--- config.mk ---
export PLATFORM = sky130hd
export DESIGN_NAME = sine_gen
export DESIGN_NICKNAME = d
export VERILOG_FILES = /design/src/rtl/sine_gen.sv
export SDC_FILE = /design/constraint.sdc
export NUM_CORES = 1
export LEC_CHECK = 0
export BUFFER_PORTS_ARGS = -buffer_cell sky130_fd_sc_hd__buf_2
export CORE_MARGIN = 2
export CORE_UTILIZATION = 50
export CTS_CLUSTER_DIAMETER = 30
export CTS_CLUSTER_SIZE = 12
export DETAILED_ROUTE_END_ITERATION = 16
export GPL_TIMING_DRIVEN = 0
export MAX_ROUTING_LAYER = met4
export PLACE_DENSITY_LB_ADDON = 0.12
export SLEW_MARGIN = 20
export SYNTH_ARGS = -nofsm -noshare
export SYNTH_HDL_FRONTEND = slang
export SYNTH_SLANG_ARGS = --single-unit
--- constraint.sdc ---
create_clock -name clk -period 3.3 [get_ports clk]
set_clock_uncertainty 0.05 [all_clocks]
set_input_delay 0.99 -clock clk [delete_from_list [all_inputs] [get_ports clk]]
set_output_delay 0.99 -clock clk [all_outputs]
set_load 0.005 [all_outputs]
--- src/rtl/sine_gen.sv ---
// Direct digital synthesis sine source: a phase accumulator indexes a quarter-wave
// table whose mirror/negate logic rebuilds the full 8-bit offset-binary sine.
module sine_gen #(
  parameter int unsigned PHASE_WIDTH = 32,
  parameter int unsigned PHASE_INC   = 858993
) (
  input  logic       clk,
  input  logic       rst,
  output logic [7:0] sine_out
);

  localparam int unsigned IDX_W   = 8;
  localparam int unsigned QIDX_W  = 7;
  localparam int unsigned MID     = 128;

  logic [PHASE_WIDTH-1:0] phase_q, phase_d;
  logic [IDX_W-1:0]       sine_out_q, sine_out_d;
  logic [IDX_W-1:0]       k_c;
  logic [QIDX_W-1:0]      qidx_c;
  logic [QIDX_W-1:0]      qval_c;

  // round(127*sin(2*pi*i/256)) for i = 0..64
  function automatic logic [QIDX_W-1:0] quarter_lut(input logic [QIDX_W-1:0] i);
    logic [QIDX_W-1:0] q;
    q = '0;
    case (i)
      7'd0:  q = 7'd0;   7'd1:  q = 7'd3;   7'd2:  q = 7'd6;   7'd3:  q = 7'd9;
      7'd4:  q = 7'd12;  7'd5:  q = 7'd16;  7'd6:  q = 7'd19;  7'd7:  q = 7'd22;
      7'd8:  q = 7'd25;  7'd9:  q = 7'd28;  7'd10: q = 7'd31;  7'd11: q = 7'd34;
      7'd12: q = 7'd37;  7'd13: q = 7'd40;  7'd14: q = 7'd43;  7'd15: q = 7'd46;
      7'd16: q = 7'd49;  7'd17: q = 7'd51;  7'd18: q = 7'd54;  7'd19: q = 7'd57;
      7'd20: q = 7'd60;  7'd21: q = 7'd63;  7'd22: q = 7'd65;  7'd23: q = 7'd68;
      7'd24: q = 7'd71;  7'd25: q = 7'd73;  7'd26: q = 7'd76;  7'd27: q = 7'd78;
      7'd28: q = 7'd81;  7'd29: q = 7'd83;  7'd30: q = 7'd85;  7'd31: q = 7'd88;
      7'd32: q = 7'd90;  7'd33: q = 7'd92;  7'd34: q = 7'd94;  7'd35: q = 7'd96;
      7'd36: q = 7'd98;  7'd37: q = 7'd100; 7'd38: q = 7'd102; 7'd39: q = 7'd104;
      7'd40: q = 7'd106; 7'd41: q = 7'd107; 7'd42: q = 7'd109; 7'd43: q = 7'd111;
      7'd44: q = 7'd112; 7'd45: q = 7'd113; 7'd46: q = 7'd115; 7'd47: q = 7'd116;
      7'd48: q = 7'd117; 7'd49: q = 7'd118; 7'd50: q = 7'd120; 7'd51: q = 7'd121;
      7'd52: q = 7'd122; 7'd53: q = 7'd122; 7'd54: q = 7'd123; 7'd55: q = 7'd124;
      7'd56: q = 7'd125; 7'd57: q = 7'd125; 7'd58: q = 7'd126; 7'd59: q = 7'd126;
      7'd60: q = 7'd126; 7'd61: q = 7'd127; 7'd62: q = 7'd127; 7'd63: q = 7'd127;
      7'd64: q = 7'd127;
      default: q = '0;
    endcase
    return q;
  endfunction

  // Odd quadrants read the table backwards; the second half-cycle is negated about midscale.
  always_comb begin
    phase_d    = phase_q + PHASE_WIDTH'(PHASE_INC);
    k_c        = phase_q[PHASE_WIDTH-1 -: IDX_W];
    qidx_c     = k_c[6] ? (7'd64 - {1'b0, k_c[5:0]}) : {1'b0, k_c[5:0]};
    qval_c     = quarter_lut(qidx_c);
    sine_out_d = k_c[7] ? (IDX_W'(MID) - {1'b0, qval_c})
                        : (IDX_W'(MID) + {1'b0, qval_c});
  end

  always_ff @(posedge clk) begin
    if (!rst) begin
      phase_q    <= '0;
      sine_out_q <= IDX_W'(MID);
    end else begin
      phase_q    <= phase_d;
      sine_out_q <= sine_out_d;
    end
  end

  assign sine_out = sine_out_q;

endmodule

* After elaboration in Yosys (flattened, before gate mapping)
Memory sizes are Yosys's and may differ from the RTL's. Index checks and enable logic that the tools add are counted.
Storage, ports and cells: register bits 40, memory bits (read-only) 896, bits of input ports 2, output and inout bits 8, word-level logic and storage cells 9, memories 1
Memory list:
- (name not given) | depth 128, bits a word 7, read ports 1, clocked after Yosys merged registers in 0, write ports 0, line 26 | case (i)
Operators by class: add/subtract/negate cells 4, multiplexer cells 2
Operator list (number):
- $add 32x20->32 const B | 1
- $add 8x7->8 const A | 1
- $mux 8 | 1
- $sub 8x7->8 const A | 1
- $mux 7 | 1
- $sub 7x6->7 const A | 1

* Depth between registers and ports, before layout
An unclocked memory read counts as a cell.
depth after elaboration 5, gate-level depth with buffers 17

* Worst setup path after synthesis
OpenSTA, ideal clock, no wires.
path type register to register, start point reg phase_q[24], end point reg sine_out_q[6] (netlist: sine_out[6]), setup time 0.072 ns, data arrival time 3.346 ns, data required time 3.178 ns, setup slack -0.168 ns, cell stages (with the launch flop) 16, buffers on the path 2, path through dfxtp_1 inv_1 ha_1 clkbuf_1 nand2_1 o21ai_0 ha_1 clkbuf_1 mux2i_1 o32ai_1 a21oi_1 nand4_1 o2111a_2 or4b_4 o21ai_2 mux2i_1
On the way: cells in the longest elaborated chain, start to end 5, elaborated cells between the ends (all ways) 6, those cells by class add/sub: 3; mux: 2; memory: 1
Ends and longest elaborated chain:
- start, declared | line 16 | logic [PHASE_WIDTH-1:0] phase_q, phase_d;
- start signal, assigned | line 64 | phase_q <= phase_d;
- $sub 7x6->7 | line 53 | qidx_c = k_c[6] ? (7'd64 - {1'b0, k_c[5:0]}) : {1'b0, k_c[5:0]};
- $mux 7 (*) | line 53
- $mem_v2 128x7 (*)
- $add 8x7->8 / $sub 8x7->8 (equally long branches) | line 56, 55
- $mux 8 (*) | line 55 | sine_out_d = k_c[7] ? (IDX_W'(MID) - {1'b0, qval_c})
- end signal, assigned | line 62 | sine_out_q <= IDX_W'(MID);
- end signal, assigned | line 65 | sine_out_q <= sine_out_d;
- end, declared | line 17 | logic [IDX_W-1:0] sine_out_q, sine_out_d;
Every way passes the cells marked *; elsewhere a longest branch is shown, timed or not. A chain may end at the register's enable or synchronous reset.

* Worst setup path after layout
Same ends and word-level chain as after synthesis.

==> impl_metrics.toml <==
[outcome]
status = "complete, no violations"

[timing]
layout_min_cycle_time_ps = 3180
fmax_ghz = 0.315
post-route-period-util_pct = 96.3
drv_slew = 0
setup_slack_ps = 123
tns_ps = 0
grt_setup_unrepaired = "no"
setup_viol = 0
max_slew_margin_pct = 40.1
worst_slew_pin_slew_ps = 892
hold_violations = 0

[setup_path]
crit_chain = "clkinvlp_4, ha_4, nand2_2, o21ai_4, ha_4, or3b_2, o41ai_1, a21o_1, a221oi_1, a211oi_1, or4b_4, o21ai_2, mux2i_1"
critPathSlowestCell = "or4b_4"
cp_slowest_stage_delay_ps = 580
arrival_ps = 3340
cp-end-kind = "flip-flop"
cp_common_cell = "ha_4"
critPathTopFamily = "compound AO/OA/AOI/OAI gates"
worst_setup_path_start_kind = "flip-flop"
critPathRequiredTime_ps = 3470
crit_buf_inv = 1
crit_fanout = 7
critical_path_class = "reg -> reg"

[clocking]
cts.sinks = 40
cts_tree = "done"
clkTransAtPathRegs_ps = 80
worstSkewPairLatency_ps = 290
cts_buffer_depth = 2
cts-root-buf = "clkbuf_8"
cts-htree-levels = 2
cts_buffers = 5

[place]
place.gp.congestion = 0.936
place_ws_ps = -964
dpl.hpwl_um = 5330
dp_cells = 463
io_buffers = 9

[detailed_routing]
drt-wirelength-per-cell_um = 16.0
dr_total_vias = 2929
drt_iter0_markers = 292
drc_errors = 0
wl_um = 7710
first_pass_iters = 5
ant_nets = 0
viasPerCell = 6.09

[synth]
synth_seq_cells = 40
async_flop_share_pct = 0
synth_nets = 391
ys_seq_area_share_pct = 26.5
synth_flop_cell = "dfxtp_1"
synth_cells = 379
yosysUniqueCellTypes = 67
synth_warnings = 0
synth_edf_count = 0
synth_area_sq_mm = 0.00302
synth.avg_cell_area_sq_um = 7.97

[cells_and_area]
nNetsFinal = 417
diodes = 0
drive_above_1_share_pct = 16.7
layout.cells.non_filler = 481
area_delta_synth_final_pct = 15.7
n_fill_cell = 536

[grt]
overflow = 0
grt_pass1_wl_um = 12300
antenna_found_initial = 0
globalRouteTotalUtil_pct = 24.4
grt_pass1_vias = 2504
grt_max_degree = 14

[die]
initial_utilization_pct = 51.3
die_w_um = 81.7
fp-row-count = 28
core_area_sq_mm = 0.00589
io_pins = 10
die_area_sq_mm = 0.00668
fp.dieH_um = 81.7

[hold_path]
min_path_type = "reg -> reg"

[run]
cap_viol_max_count = 0

[power_and_ir_drop]
power_density_mw_per_mm2 = 359
p_leak_uw = 0.00138
peakVddDrop_mv = 0.291
-- state kept, by name, indices dropped and copies added (netlist names) --
name	cells
phase_q	32
sine_out	8
-- worst register-to-register path, cell delays in order (launching register included) --
cell	delay [ps]
dfxtp_4	370
clkinvlp_4	130
ha_4	300
nand2_2	70
o21ai_4	140
ha_4	240
or3b_2	130
o41ai_1	60
a21o_1	160
a221oi_1	390
a211oi_1	140
or4b_4	580
o21ai_2	150
mux2i_1	200
-- timing repair --
item / in CTS / in global routing
setup buffers: 5 / 8
endpoints found under the setup margin: 8 / 8
gates resized for setup: 21 / 12
hold buffers: 0 / 0
pin swaps: 2 / 5
-- placed cells by master (no fill, tap or decap), drive strengths merged, types with 8 or more instances in the layout --
master / synthesis / final
dfxtp: 40 / 40
mux2i: 13 / 13
o21ai: 27 / 27
xnor2: 14 / 14
nand2: 30 / 30
a21oi: 20 / 20
nand3: 14 / 14
ha: 10 / 10
and2: 18 / 18
nor2: 20 / 20
nand2b: 15 / 15
clkbuf: 19 / 23
nor3: 10 / 10
buf: 9 / 29
xor2: 11 / 11
a21boi: 8 / 8
-- cell usage after synthesis (all sizes together), types with 2 or more instances --
library cell | number | share of area, %
o41ai | 2 | 0.58
nor2 | 20 | 2.5
o21a | 2 | 0.50
xnor2 | 14 | 4.3
nor2b | 6 | 1.2
nand3 | 14 | 2.3
inv | 7 | 0.87
a221oi | 3 | 0.87
or2 | 3 | 0.62
o221ai | 2 | 0.79
a21o | 5 | 1.2
dfxtp | 40 | 27
o2111a | 2 | 0.79
o211a | 2 | 0.66
o211ai | 5 | 1.2
nand4 | 5 | 1.0
or3 | 5 | 1.2
nand2 | 30 | 3.7
nand3b | 3 | 0.75
a21boi | 8 | 2.0
clkbuf | 19 | 2.4
nand2b | 15 | 3.1
and3b | 2 | 0.58
xor2 | 11 | 3.8
a31oi | 6 | 1.2
o22ai | 2 | 0.41
nor3b | 3 | 0.75
o31ai | 3 | 0.91
mux2i | 13 | 4.3
nor3 | 10 | 1.7
buf | 9 | 1.7
ha | 10 | 4.1
a32oi | 3 | 0.87
and2 | 18 | 3.7
o2111ai | 3 | 0.87
and3 | 5 | 1.0
o21ai | 27 | 5.0
a211oi | 6 | 1.5
a21oi | 20 | 3.3
-- logic make-up after synthesis --
family                     synth area share, %
xor gates and xnor gates                  8.12
muxes                                     4.31
DFF                                       26.5
and+or+nand+nor                           25.9
adders and majority gates                 4.14
buffers and inverters                     5.06
AOI/OAI and AO/OA                         25.9
-- per-layer routing --
metal	vias to the layer above	global-route usage [%]	share of wire [%]
met5	-	-	0
met4	0	5.17	1.3
met3	13	4.07	6.5
met2	121	35.2	43
met1	1374	35.8	49
li1	1421	-	-
-- where the power goes --
group | internal [uW] | switching [uW] | total (uW)
clock | 378 | 169 | 548
combinational | 68.5 | 71.8 | 140
sequential | 528 | 36.8 | 565
-- final cells by class --
| type | count | area [sq um] | area share, % |
|---|---|---|---|
| multi-input combinational | 303 | 2130 | 61.0 |
| inverter | 8 | 36.3 | 1.04 |
| buffer | 25 | 124 | 3.55 |
| sequential | 40 | 808 | 23.1 |
| tap | 75 | 93.8 | 2.69 |
| clock buffer | 5 | 68.8 | 1.97 |
| timing repair buffer | 22 | 143 | 4.08 |
| clock inverter | 3 | 90.1 | 2.58 |
-- worst paths after layout --
check	startpoint	endpoint	slack [ps]	cells after the start
min reg2reg	phase_q[19]	phase_q[19]	420	2
max	phase_q[24]	sine_out[6]	120	13
max reg2reg	phase_q[24]	sine_out[6]	120	13
min	phase_q[19]	phase_q[19]	420	2
-- stage by stage --
stage               util [%]  hold slack, ps  total power [uW]  instance area, sq um
detailed placement      53.8             408               717                  3170
floorplan                  -             376               688                  3030
global route            59.4             452              1320                  3490
global placement        53.8             404               711                  3170
CTS                     58.2             420              1270                  3420
finish                  59.4             416              1250                  3490
No activity file was read; power rests on OpenSTA's default activity.
